## src/rtl/serial_add32_ctrl_pkg.sv

```systemverilog
// Shared constants and state encoding for the byte-serial add/subtract engine.
package serial_add32_ctrl_pkg;

  localparam int BYTE_W = 8;

  // Controller states; the unused code 2'd3 falls back to IDLE in the FSM.
  typedef enum logic [1:0] {
    ST_IDLE = 2'd0,
    ST_RUN  = 2'd1,
    ST_DONE = 2'd2
  } state_e;

  // Width of the byte index: clog2(n), never less than one bit.
  function automatic int idx_w(input int n);
    return (n <= 1) ? 1 : $clog2(n);
  endfunction

endpackage

```

## src/rtl/serial_add32_ctrl_add8bit.sv

```systemverilog
// 8-bit ripple-carry adder: the single shared datapath slice of the engine.
// o_overflow is the carry into bit 7 XOR the carry out of bit 7.
module add8bit (
  input  logic [7:0] i_a,
  input  logic [7:0] i_b,
  input  logic       i_cin,
  output logic [7:0] o_sum,
  output logic       o_cout,
  output logic       o_overflow
);

  // Ripple the carry through eight full-adder cells.
  always_comb begin
    logic [8:0] c;
    c     = '0;
    o_sum = '0;
    c[0]  = i_cin;
    for (int k = 0; k < 8; k++) begin
      o_sum[k] = i_a[k] ^ i_b[k] ^ c[k];
      c[k+1]   = (i_a[k] & i_b[k]) | (c[k] & (i_a[k] ^ i_b[k]));
    end
    o_cout     = c[8];
    o_overflow = c[7] ^ c[8];
  end

endmodule

```

## src/rtl/serial_add32_ctrl.sv

```systemverilog
// Byte-serial multi-precision add/subtract controller. One add8bit is reused
// for N_BYTES cycles, least significant byte first, with the carry held in a
// register between slices.
//
// Handshakes: a transfer happens on a rising edge where valid && ready are
// both high. in_ready is high only in IDLE and out_valid only in DONE, and
// neither depends combinationally on the partner's signal. Once out_valid is
// high, result/cout/overflow stay stable until the out_ready transfer.
module serial_add32_ctrl
  import serial_add32_ctrl_pkg::*;
#(
  parameter int N_BYTES = 4,
  parameter int W       = BYTE_W * N_BYTES
) (
  input  logic         clk,
  input  logic         rst,
  input  logic         in_valid,
  output logic         in_ready,
  input  logic [W-1:0] op_a,
  input  logic [W-1:0] op_b,
  input  logic         sub,
  output logic         out_valid,
  input  logic         out_ready,
  output logic [W-1:0] result,
  output logic         cout,
  output logic         overflow,
  output logic         busy,
  output state_e       dbg_state
);

  localparam int            IW       = idx_w(N_BYTES);
  localparam logic [IW-1:0] LAST_IDX = IW'(N_BYTES - 1);

  state_e        r_state;
  state_e        w_state_nxt;
  logic [W-1:0]  r_a;
  logic [W-1:0]  r_b;
  logic [W-1:0]  r_result;
  logic [IW-1:0] r_idx;
  logic          r_carry;
  logic          r_cout;
  logic          r_ovf;

  logic          w_accept;
  logic          w_step;
  logic          w_last;
  logic [7:0]    w_a_byte;
  logic [7:0]    w_b_byte;
  logic [7:0]    w_sum;
  logic          w_cout;
  logic          w_ovf;

  // Byte-slice mux feeding the shared adder.
  always_comb begin
    w_a_byte = r_a[{r_idx, 3'b000} +: BYTE_W];
    w_b_byte = r_b[{r_idx, 3'b000} +: BYTE_W];
  end

  add8bit u_add8bit (
    .i_a        (w_a_byte),
    .i_b        (w_b_byte),
    .i_cin      (r_carry),
    .o_sum      (w_sum),
    .o_cout     (w_cout),
    .o_overflow (w_ovf)
  );

  // FSM state register.
  always_ff @(posedge clk) begin
    if (rst) r_state <= ST_IDLE;
    else     r_state <= w_state_nxt;
  end

  // FSM next state, handshake outputs and datapath strobes.
  always_comb begin
    w_state_nxt = r_state;
    in_ready    = 1'b0;
    out_valid   = 1'b0;
    busy        = 1'b0;
    w_accept    = 1'b0;
    w_step      = 1'b0;
    w_last      = 1'b0;
    case (r_state)
      ST_IDLE: begin
        in_ready = 1'b1;
        if (in_valid) begin
          w_accept    = 1'b1;
          w_state_nxt = ST_RUN;
        end
      end
      ST_RUN: begin
        busy   = 1'b1;
        w_step = 1'b1;
        if (r_idx == LAST_IDX) begin
          w_last      = 1'b1;
          w_state_nxt = ST_DONE;
        end
      end
      ST_DONE: begin
        busy      = 1'b1;
        out_valid = 1'b1;
        if (out_ready) w_state_nxt = ST_IDLE;
      end
      default: w_state_nxt = ST_IDLE;
    endcase
  end

  // Operand capture on accept, then one result byte per RUN cycle.
  always_ff @(posedge clk) begin
    if (rst) begin
      r_a      <= '0;
      r_b      <= '0;
      r_result <= '0;
      r_idx    <= '0;
      r_carry  <= 1'b0;
      r_cout   <= 1'b0;
      r_ovf    <= 1'b0;
    end else if (w_accept) begin
      r_a      <= op_a;
      r_b      <= sub ? ~op_b : op_b;
      r_carry  <= sub;
      r_idx    <= '0;
      r_result <= '0;
    end else if (w_step) begin
      r_result[{r_idx, 3'b000} +: BYTE_W] <= w_sum;
      r_carry <= w_cout;
      if (w_last) begin
        r_cout <= w_cout;
        r_ovf  <= w_ovf;
        r_idx  <= '0;
      end else begin
        r_idx  <= r_idx + 1'b1;
      end
    end
  end

  assign result    = r_result;
  assign cout      = r_cout;
  assign overflow  = r_ovf;
  assign dbg_state = r_state;

endmodule
```

## config.mk

```make
export PLATFORM = sky130hd
export DESIGN_NAME = serial_add32_ctrl
export DESIGN_NICKNAME = d
export VERILOG_FILES = /design/src/rtl/serial_add32_ctrl_pkg.sv /design/src/rtl/serial_add32_ctrl_add8bit.sv /design/src/rtl/serial_add32_ctrl.sv
export SDC_FILE = /design/constraint.sdc
export NUM_CORES = 1
export LEC_CHECK = 0
export ABC_AREA = 1
export CAP_MARGIN = 20
export CORE_MARGIN = 4
export CORE_UTILIZATION = 41
export CTS_CLUSTER_SIZE = 8
export DETAILED_ROUTE_END_ITERATION = 16
export HOLD_SLACK_MARGIN = 0.1
export PLACE_DENSITY = 0.74
export SLEW_MARGIN = 40
export SYNTH_ARGS = -nofsm -noshare
export SYNTH_HDL_FRONTEND = slang
export SYNTH_SLANG_ARGS = --single-unit
```

## constraint.sdc

```tcl
create_clock -name clk -period 4.7 [get_ports clk]
set_input_delay 0.705 -clock clk [delete_from_list [all_inputs] [get_ports clk]]
set_output_delay 0.705 -clock clk [all_outputs]
set_load 0.1 [all_outputs]
```

==> flow_summary.ini <==
[timing]
rsz0062_at_grt = no
fin_setup_tns_ns = 0
fin_crit_ns = 4.42
slew_violations = 0
setup_viol = 0
finClkSkew_ns = 0.0103
fmaxAchievable_mhz = 226
slew-limit-headroom = 0.542
period_share = 0.939
worst_slew_pin_slew_ns = 0.687
hold_viol = 0

[cts]
tritoncts = built
cts_sinks = 103
clk_latency_ns = 0.33
clkTransAtPathRegs_ns = 0.07
cts_max_level = 3
cts_made_buffers = 9
post-cts-setup-buffer-count = 0
cts_buffer_depth = 2
cts_root_buf = clkbuf_16

[setup_path]
timing_worst_setup_path_type = register to register
critical_path_arrival_ns = 4.62
critPathCaptureType = register
crit_required_ns = 4.91
r2r_setup_slack_ns = 0.28
crit_fanout = 19
critPathLaunchType = register

[cells_and_area]
diodes = 0
drive_gt1_frac = 0.120
fillers = 1138
syn2layout_area_growth_pct = 25.4
final_nets = 792
seq_area_mm2 = 0.00206
multi_input_area_mm2 = 0.00241

[synthesis]
synth_top_cell_by_area = dfxtp_1
async_flop_share = 0
yosysTopAreaCellShare = 0.431
synth_flop_cell = dfxtp_1
syn_area_per_cell_um2 = 7.75
synth_cell_types = 26
netlist_area_mm2 = 0.00478
yosysMostFrequentCell = dfxtp_1
syn_inst = 617
ys_top_cells_by_area = dfxtp_1, o21ai_0, a21oi_1
synth_common_cells = dfxtp_1, o21ai_0, nor2_1, a21oi_1, nand2_1
synthesis.nets = 704
synth_edf_count = 0
yosys_warnings = 0
yosysSeqAreaShare = 0.431
synth-seq-cells = 103

[power]
p_leak_nw = 2.31
peakVddDrop_mv = 0.314
finalPower_mw = 3.24
power.density_mw_per_mm2 = 541

[detailed_routing]
drtPass1Iterations = 4
via_per_inst = 4.98
drt_wl_total_um = 11900
drcViolationCount = 0
detail-route-antenna-nets = 0
drt_iter0_drc = 288
routedWlPerCell_um = 13.9
via_count = 4251

[run]
drv_cap = 0

[floorplan]
rows = 39
core-area_mm2 = 0.0114
die_area_mm2 = 0.0135
fp.dieW_um = 116
pin_count = 108
initial_core_util = 0.419
fp.dieH_um = 116

[status]
status = finished clean

[worst_hold_path]
hp-class = register to register

[grt]
grt-ovfl-total = 0
grt_use_total = 0.179
grt_pass1_vias = 4194
antenna_found_initial = 0
grt_max_degree = 76
grt_pass1_wl_um = 19300

[place]
hpwl_um = 9110
port-buffer-count = 107
gp_congestion = 0.844
critical path: stages, from the launching register on:
cell and delay, ns:
dfxtp_2 0.52, o21ai_0 0.14, nor2_1 0.11, a21oi_1 0.06
fa_1 0.42, fa_1 0.41, fa_1 0.39, fa_1 0.41
fa_1 0.40, fa_1 0.38, inv_1 0.08, fa_1 0.22
fa_1 0.46, nand2_1 0.11, nor2_1 0.06, nand2_1 0.06
a21oi_1 0.06
flip-flops by register name, indices dropped and copies added, names as in the netlist:
signal,cells
cout,1
dbg_state,2
r_b,32
result,32
r_a,32
r_carry,1
overflow,1
r_idx,2
cell type report:
cell class	instances	share of cell area
timing repair buffer	116	0.157
tap	143	0.0298
sequential	103	0.344
multi-input combinational	446	0.402
clock inverter	4	0.00501
clock buffer	12	0.0428
inverter	29	0.0188
report_power, final:
part | total, mW | switching, mW | internal, mW
sequential | 1.16 | 0.106 | 1.05
combinational | 1.39 | 0.981 | 0.409
clock | 0.696 | 0.307 | 0.389
total | 3.24 | 1.39 | 1.85
stage by stage:
stage                     setup slack [ns]  hold slack (ns)  instances  area [µm²]   util
after CTS                            0.110            0.467        853        5990  0.525
after global placement               0.269            0.452        837        5900  0.516
after detailed placement             0.197            0.457        837        5700  0.500
after floorplan                      0.417            0.424        617        4780      -
after global routing                0.0494            0.490        853        6000  0.525
final                                0.285            0.463        853        6000  0.525
cell usage in the layout, fill, tap and decap left out, types with 4 or more instances in the layout:
cell type	count
clkdlybuf4s50_1	67
nor3_2	6
buf_2	39
ha_1	10
dfxtp_1	101
xnor2_1	33
clkbuf_16	9
nand3b_1	7
inv_1	23
nor2_1	96
buf_4	10
nand2_1	74
o22ai_1	4
o21ai_0	100
nand3_1	10
fa_1	8
a21oi_1	88
final timing paths:
check,from,end,cells after the start
worst max-delay path,r_idx[0],result[15],16
worst min-delay path,result[28],result[28],2
worst max register to register,r_idx[0],result[15],16
worst min register to register,result[28],result[28],2
cell families (layout without fill, tap and decap cells):
group           Yosys count  after routing  share of synthesized area
xor+xnor                 33             33                     0.0604
simple gates            201            201                      0.180
compound gates          194            194                      0.205
flops                   103            103                      0.431
buf+inv                  68            161                     0.0643
fa+ha+maj                18             18                     0.0596
routing by layer:
metal | GRT usage | part of all wire
met3 | 0.0371 | 0.051
met1 | 0.211 | 0.42
met5 | 0 | 0
met4 | 0.0340 | 0.0063
met2 | 0.337 | 0.52
repair_timing:
action                                  in CTS  in global routing
gates resized for setup                      0                  2
endpoints found under the setup margin       0                  5
hold buffers                                 0                  0
Note: power is estimated with default switching activity, not from simulation.
